[config.mk]
export PLATFORM = sky130hd
export DESIGN_NAME = fetch_unit
export DESIGN_NICKNAME = d
export VERILOG_FILES = /design/src/rtl/fetch_unit.sv
export SDC_FILE = /design/constraint.sdc
export NUM_CORES = 1
export LEC_CHECK = 0
export ABC_AREA = 1
export CAP_MARGIN = 20
export CORE_ASPECT_RATIO = 1.2
export CORE_UTILIZATION = 60
export CTS_CLUSTER_DIAMETER = 100
export DETAILED_ROUTE_END_ITERATION = 12
export GPL_TIMING_DRIVEN = 0
export PLACE_DENSITY = 0.95
export SYNTH_ARGS = -nofsm -noshare
export SYNTH_HDL_FRONTEND = slang
export SYNTH_SLANG_ARGS = --single-unit
[constraint.sdc]
create_clock -name clock -period 22.6 [get_ports clock]
set_input_delay 3.39 -clock clock [delete_from_list [all_inputs] [get_ports clock]]
set_output_delay 3.39 -clock clock [all_outputs]
set_load 0.02 [all_outputs]
[src/rtl/fetch_unit.sv]
// -----------------------------------------------------------------------------
// fetch_unit
//   Instruction-fetch stage. Owns the program counter and issues sequential
//   fetch requests to instruction memory. Returned words are tagged with their
//   PC, buffered in a small FIFO and handed to decode. Supports stall (enable),
//   branch/jump redirect with discard of stale in-flight responses, and
//   wrap-around of the PC modulo 2^ADDR_WIDTH.
//
// Ports
//   clock, reset          : rising-edge clock, asynchronous active-high reset
//   enable                : fetch permitted when high
//   redirect_valid/target : one-cycle redirect, target aligned to the word size
//   req_valid/ready/addr  : fetch request handshake, address = pc
//   rsp_valid/data        : in-order response strobe, always accepted
//   instr_valid/ready     : buffer head handshake towards decode
//   instr_data/pc         : head instruction and its PC
// -----------------------------------------------------------------------------
module fetch_unit #(
   parameter int unsigned            ADDR_WIDTH   = 32,
   parameter int unsigned            DATA_WIDTH   = 32,
   parameter logic [ADDR_WIDTH-1:0]  RESET_VECTOR = '0,
   parameter int unsigned            DEPTH        = 4
) (
   input  logic                  clock,
   input  logic                  reset,
   input  logic                  enable,
   input  logic                  redirect_valid,
   input  logic [ADDR_WIDTH-1:0] redirect_target,
   output logic                  req_valid,
   input  logic                  req_ready,
   output logic [ADDR_WIDTH-1:0] req_addr,
   input  logic                  rsp_valid,
   input  logic [DATA_WIDTH-1:0] rsp_data,
   output logic                  instr_valid,
   input  logic                  instr_ready,
   output logic [DATA_WIDTH-1:0] instr_data,
   output logic [ADDR_WIDTH-1:0] instr_pc
);

   localparam int unsigned           STEP       = DATA_WIDTH / 8;
   localparam int unsigned           PTR_W      = $clog2(DEPTH);
   localparam int unsigned           CNT_W      = PTR_W + 1;
   localparam logic [ADDR_WIDTH-1:0] STEP_A     = ADDR_WIDTH'(STEP);
   localparam logic [ADDR_WIDTH-1:0] ALIGN_MASK = ADDR_WIDTH'(STEP - 1);
   localparam logic [CNT_W:0]        CREDITS    = (CNT_W + 1)'(DEPTH);

   logic [ADDR_WIDTH-1:0] pc_q, pc_d;
   logic [ADDR_WIDTH-1:0] rsp_pc_q, rsp_pc_d;
   logic [CNT_W-1:0]      out_q, out_d;
   logic [CNT_W-1:0]      disc_q, disc_d;
   logic [CNT_W-1:0]      count_q, count_d;
   logic [PTR_W-1:0]      rd_ptr_q, rd_ptr_d;
   logic [PTR_W-1:0]      wr_ptr_q, wr_ptr_d;
   logic [DATA_WIDTH-1:0] buf_data_q [DEPTH];
   logic [ADDR_WIDTH-1:0] buf_pc_q   [DEPTH];

   logic                  credit_ok;
   logic                  req_fire;
   logic                  rsp_drop;
   logic                  push;
   logic                  pop;
   logic [ADDR_WIDTH-1:0] target_aligned;

   // In-flight plus buffered words never exceed DEPTH, so a push always
   // finds a free slot.
   assign credit_ok      = ({1'b0, out_q} + {1'b0, count_q}) < CREDITS;
   assign req_valid      = ~reset & enable & ~redirect_valid & credit_ok;
   assign req_addr       = pc_q;
   assign req_fire       = req_valid & req_ready;

   // A response landing in the redirect cycle belongs to the old stream.
   assign rsp_drop       = rsp_valid & (redirect_valid | (disc_q != '0));
   assign push           = rsp_valid & ~rsp_drop;

   assign instr_valid    = (count_q != '0);
   assign pop            = instr_valid & instr_ready;
   assign instr_data     = buf_data_q[rd_ptr_q];
   assign instr_pc       = buf_pc_q[rd_ptr_q];

   assign target_aligned = redirect_target & ~ALIGN_MASK;

   always_comb begin
      pc_d     = pc_q;
      rsp_pc_d = rsp_pc_q;
      out_d    = out_q + CNT_W'(req_fire) - CNT_W'(rsp_valid);
      disc_d   = disc_q;
      count_d  = count_q + CNT_W'(push) - CNT_W'(pop);
      rd_ptr_d = rd_ptr_q;
      wr_ptr_d = wr_ptr_q;

      if (req_fire) begin
         pc_d = pc_q + STEP_A;
      end
      if (rsp_valid && (disc_q != '0)) begin
         disc_d = disc_q - CNT_W'(1);
      end
      if (push) begin
         rsp_pc_d = rsp_pc_q + STEP_A;
         wr_ptr_d = wr_ptr_q + PTR_W'(1);
      end
      if (pop) begin
         rd_ptr_d = rd_ptr_q + PTR_W'(1);
      end

      // Redirect flushes the buffer and marks every request still in flight
      // (after this cycle's response, if any) as stale.
      if (redirect_valid) begin
         pc_d     = target_aligned;
         rsp_pc_d = target_aligned;
         disc_d   = out_q - CNT_W'(rsp_valid);
         count_d  = '0;
         rd_ptr_d = '0;
         wr_ptr_d = '0;
      end
   end

   always_ff @(posedge clock or posedge reset) begin
      if (reset) begin
         pc_q     <= RESET_VECTOR;
         rsp_pc_q <= RESET_VECTOR;
         out_q    <= '0;
         disc_q   <= '0;
         count_q  <= '0;
         rd_ptr_q <= '0;
         wr_ptr_q <= '0;
      end else begin
         pc_q     <= pc_d;
         rsp_pc_q <= rsp_pc_d;
         out_q    <= out_d;
         disc_q   <= disc_d;
         count_q  <= count_d;
         rd_ptr_q <= rd_ptr_d;
         wr_ptr_q <= wr_ptr_d;
      end
   end

   // Storage is cleared on reset so the head reads as zero until first push.
   always_ff @(posedge clock or posedge reset) begin
      if (reset) begin
         for (int i = 0; i < DEPTH; i++) begin
            buf_data_q[i] <= '0;
            buf_pc_q[i]   <= '0;
         end
      end else if (push) begin
         buf_data_q[wr_ptr_q] <= rsp_data;
         buf_pc_q[wr_ptr_q]   <= rsp_pc_q;
      end
   end

endmodule

=== Word level (Yosys, flattened, before mapping) ===
Cells that the tools add are included.

* Register bits after elaboration: 333
* Output and inout port bits: 98
* Logic and storage cells: 72

* Add/subtract/negate cells: 11
* $lt $le $gt $ge: 4
* Muxes and demuxes: 21
* Bitwise logic cells: 13
* Reduce and logical (&&, ||, !) cells: 8

{| class="wikitable"
|+ Operators by type and width
! operator !! number
|-
| 2-to-1 mux 32 bit || 9
|-
| bitwise mux 128 bit || 2
|-
| binary-select mux 32 bit (select 2 bit) || 2
|-
| adder 32 x 3 -> 32 bit (second input constant) || 2
|-
| demux 32 bit (select 2 bit) || 1
|-
| 2-to-1 mux 3 bit || 3
|-
| subtractor 3 x 1 -> 3 bit || 3
|-
| 2-to-1 mux 2 bit || 4
|-
| nonzero test 2 bit || 4
|-
| AND 1 bit || 7
|-
| adder 3 x 1 -> 3 bit || 2
|-
| >= comparator 3 bit (second input constant) || 2
|-
| NOT 2 -> 3 bit || 2
|-
| nonzero test 3 bit || 2
|-
| adder 2 x 1 -> 2 bit (second input constant) || 2
|-
| adder 3 x 3 -> 4 bit || 1
|-
| less-than comparator 4 x 3 -> 1 bit (second input constant) || 1
|-
| less-than comparator 3 x 1 -> 1 bit (second input constant) || 1
|-
| NOT 1 bit || 3
|-
| subtractor 3 x 1 -> 3 bit (second input constant) || 1
|-
| logical AND 1 bit || 2
|-
| OR 1 bit || 1
|}

=== Longest topological paths before layout ===
* Depth in word-level cells: 8
* Mapped depth: 13
* Depth with buffers taken out: 12

=== Least setup slack after synthesis ===
No wires, ideal clock.

* Path kind: input-to-output
* Start point: input port redirect_valid
* End point: output port req_valid
* Arrival: 3.858 ns
* Data required time: 19.210 ns
* Path slack: 15.352 ns
* Cell stages on the path: 3
* Path buffers: 0
* Cell sequence: nor2_1 > nand3b_1 > nor2_1

* Word-level cells in the longest chain between the ends: 3

{| class="wikitable"
|+ Ends and longest elaborated chain
! what !! RTL line !! source
|-
| from (decl) || 27 || <nowiki>input logic redirect_valid,</nowiki>
|-
| NOT 1 bit || 67 || <nowiki>assign req_valid = ~reset & enable & ~redirect_valid & credit_ok;</nowiki>
|-
| AND 1 bit (2 in series) || 67 ||
|-
| to (decl) || 29 || <nowiki>output logic req_valid,</nowiki>
|}

No other way between the ends.

=== Final worst setup path ===
* Start point: input port reset
* End point: output port req_valid

* Word-level cells in the longest chain between the ends: 4

{| class="wikitable"
|+ Ends and longest elaborated chain
! what !! RTL line !! source
|-
| from (decl) || 25 || <nowiki>input logic reset,</nowiki>
|-
| NOT 1 bit || 67 ||
|-
| AND 1 bit (3 in series) || 67 ||
|}

No other way between the ends.

==> flow_summary.yaml <==
layout:
  drive_gt1_share_pct: 7.039
  area_delta_synth_final_pct: 21.58
  final_nets: 2194
  final_util_pct: 74.29
  diodes: 0
timing:
  setup_violations: 0
  max_freq_mhz: 119.5
  rsz0062_at_grt: "false"
  fin_setup_tns_ps: 0
  tightest_slew_ps: 711.0
  fin_skew_ps: 14.59
  fin_crit_ps: 8367
  fin_crit_sh_pct: 37.02
  slew_violations: 0
  slew_headroom_pct: 52.60
  hold_violations: 0
worst_hold_path:
  hold_path.startpoint: "buf_data_q[92]"
  hold_path_class: "flop to flop"
logic_synthesis:
  avgSynthCellArea_um2: 8.206
  synth_edf_count: 0
  syn_inst: 1902
  yosysWarnings: 0
  synth_largest_area_cell: "dfrtp_1"
  synthTopCellsByArea: "dfrtp_1 (51%), nand2_1 (11%), o21ai_1 (7.5%)"
  synth_most_common_cell: "nand2_1"
  ys_ff_latch: 321
  synth_ff_type: "dfrtp_1"
  netlist_top_cells_count: "nand2_1 (471), dfrtp_1 (321), o21ai_1 (234)"
  syn_area_um2: 15610
  synthArstFlopShare_pct: 100.0
  synth_top_area_share_pct: 51.46
  netlist-cell-type-count: 40
  ys_seq_area_share_pct: 51.46
clocking:
  cts.clk_slew.worst_paths_ps: 60
  clockRootBuffer: "clkbuf_16"
  cts_htree_levels: 2
  hold_buffers: 0
  cts_buffers: 34
  cts_setup_buffers: 0
  clockBufferDepth: 3
  ctsResizeCount: 0
  clk_latency_ps: 520
  cts_tree: "done"
  clkSinkCount: 321
placed_design:
  port_buffers: 162
  dp_hpwl_mm: 32.35
  place_congestion: 0.9257
routing:
  ant_nets: 0
  drc_errors: 0
  drtIter0Drc: 1786
  vias_per_cell: 6.201
  vias: 15260
  wl_per_cell_um: 19.60
  wl_met3_mm: 4.630
  dr.pass1.iters: 9
  dr_wl_met2_mm: 23.70
  wirelength_met1_mm: 17.29
  wirelength_mm: 48.23
  top_layer: "met4"
run_status:
  outcome: "finished, final reports clean"
worst_setup_path:
  reg2reg_slack_ps: 19910
  cp_max_fo: 2
  startpoint_type: "primary input"
  max_stage_delay_ps: 630
  path_cells: "clkdlybuf4s50_1 > nor2_1 > nand2_1 > nor2_1 > clkdlybuf4s50_1"
  worstPathArrival_ps: 4980
  critPathBufInv: 2
  crit_path_end_kind: "primary output"
  crit_start: "reset"
  crit_family: "buffers and inverters"
  r2r-start: "out_q[2]"
  cp.required_ps: 19210
  crit_type: "primary input to primary output"
  slowest_stage: "clkdlybuf4s50_1"
die:
  dieArea_um2: 26670
  fp-row-count: 64
  dieWidth_um: 149.2
  die_y_um: 178.7
  ios: 169
  core_area_um2: 25540
  start_util_pct: 61.10
global_routing:
  grt_pass1_vias: 15230
  gr-total-overflow: 0
  antenna_found_initial: 0
  track_usage_pct: 36.57
  grt_max_degree: 122
  grt_pass1_wl_mm: 75.84
pwr:
  finalPower_mw: 2.214
  max-vdd-ir-drop_v: 0.00005315
  pwr_density_cell_nw_per_um2: 116.7
  p_leak_nw: 8.830
job:
  maxCapViolations: 0
-- sequential cells by signal, summed over array words and instances, names as in the netlist --
| register | flops |
|---|---|
| buf_data_q | 128 |
| disc_q | 3 |
| out_q | 3 |
| wr_ptr_q | 2 |
| count_q | 3 |
| rsp_pc_q | 30 |
| req_addr | 30 |
| rd_ptr_q | 2 |
| buf_pc_q | 120 |
-- path summary, 6_finish.rpt --
check                            endpoint  cells after the start
hold / removal             buf_data_q[92]                      2
setup / recovery                req_valid                      5
max in group asynchronous     buf_pc_q[8]                      3
hold reg to reg            buf_data_q[92]                      2
setup reg to reg                 out_q[2]                     12
min in group asynchronous    buf_pc_q[92]                      2
-- report_power, final --
part | leakage (nW) | switching, mW | internal [mW]
sequential | 4.26 | 0.0936 | 0.704
combinational | 3.96 | 0.480 | 0.318
clock | 0.613 | 0.236 | 0.383
-- worst reg2reg max path, stage by stage, from the launching register on --
cell and delay, ps:
dfrtp_1 420, ha_1 330, nand3b_1 160, nor2_1 160
nand2_1 100, buf_4 210, ha_1 280, inv_1 60
ha_1 140, inv_1 50, fa_1 370, xnor2_1 140
xor2_1 140
-- routing by layer --
layer,vias to the layer above,GRT usage [%]
li1,6683,-
met2,1094,63.45
met3,232,5.929
met1,7252,42.81
met5,-,0
met4,0,21.51
-- placed cells by master (no fill, tap or decap), drive strengths merged, types with 5 or more instances in the layout --
master / synthesis / final
o211ai: 12 / 12
nand3: 77 / 77
a21oi: 10 / 10
buf: 66 / 68
xnor2: 8 / 8
nor2: 203 / 203
nand2: 479 / 479
clkinv: 3 / 8
clkdlybuf4s50: 0 / 162
xor2: 16 / 16
bufinv: 0 / 5
inv: 134 / 134
nor3: 8 / 8
dfrtp: 321 / 321
o21ai: 412 / 412
ha: 16 / 16
clkbuf: 45 / 95
nand4: 14 / 14
o22ai: 62 / 62
-- cell families after synthesis --
kind of cell	after synthesis	share of synthesized area [%]
simple gates	783	20.65
compound gates	507	17.30
flops	321	51.46
buf+inv	248	7.679
xor+xnor	24	1.347
fa+ha+maj	18	1.539
other cells	1	0.02403
-- cell type report --
class | count | area [um2]
buffer | 111 | 679.4
inverter | 137 | 526.8
timing repair buffer | 164 | 1677
clock inverter | 12 | 205.2
tap | 330 | 412.9
clock buffer | 50 | 1055
multi-input combinational | 1336 | 6389
fill | 1710 | 6568
sequential | 321 | 8033
-- metrics by stage --
| step | worst slack [ps] | instance area, um2 | instances | hold WS (ps) |
|---|---|---|---|---|
| 2_1_floorplan | 10330 | 15620 | 1905 | 447.8 |
| 3_3_place_gp | 6971 | 17650 | 2397 | 459.3 |
| 3_5_place_dp | 14220 | 17720 | 2399 | 469.3 |
| 4_1_cts | 14210 | 18980 | 2461 | 484.7 |
| 5_1_grt | 14190 | 18980 | 2461 | 503.0 |
| 6_report | 14230 | 18980 | 2461 | 483.7 |
No activity file was read; power rests on OpenSTA's default activity.
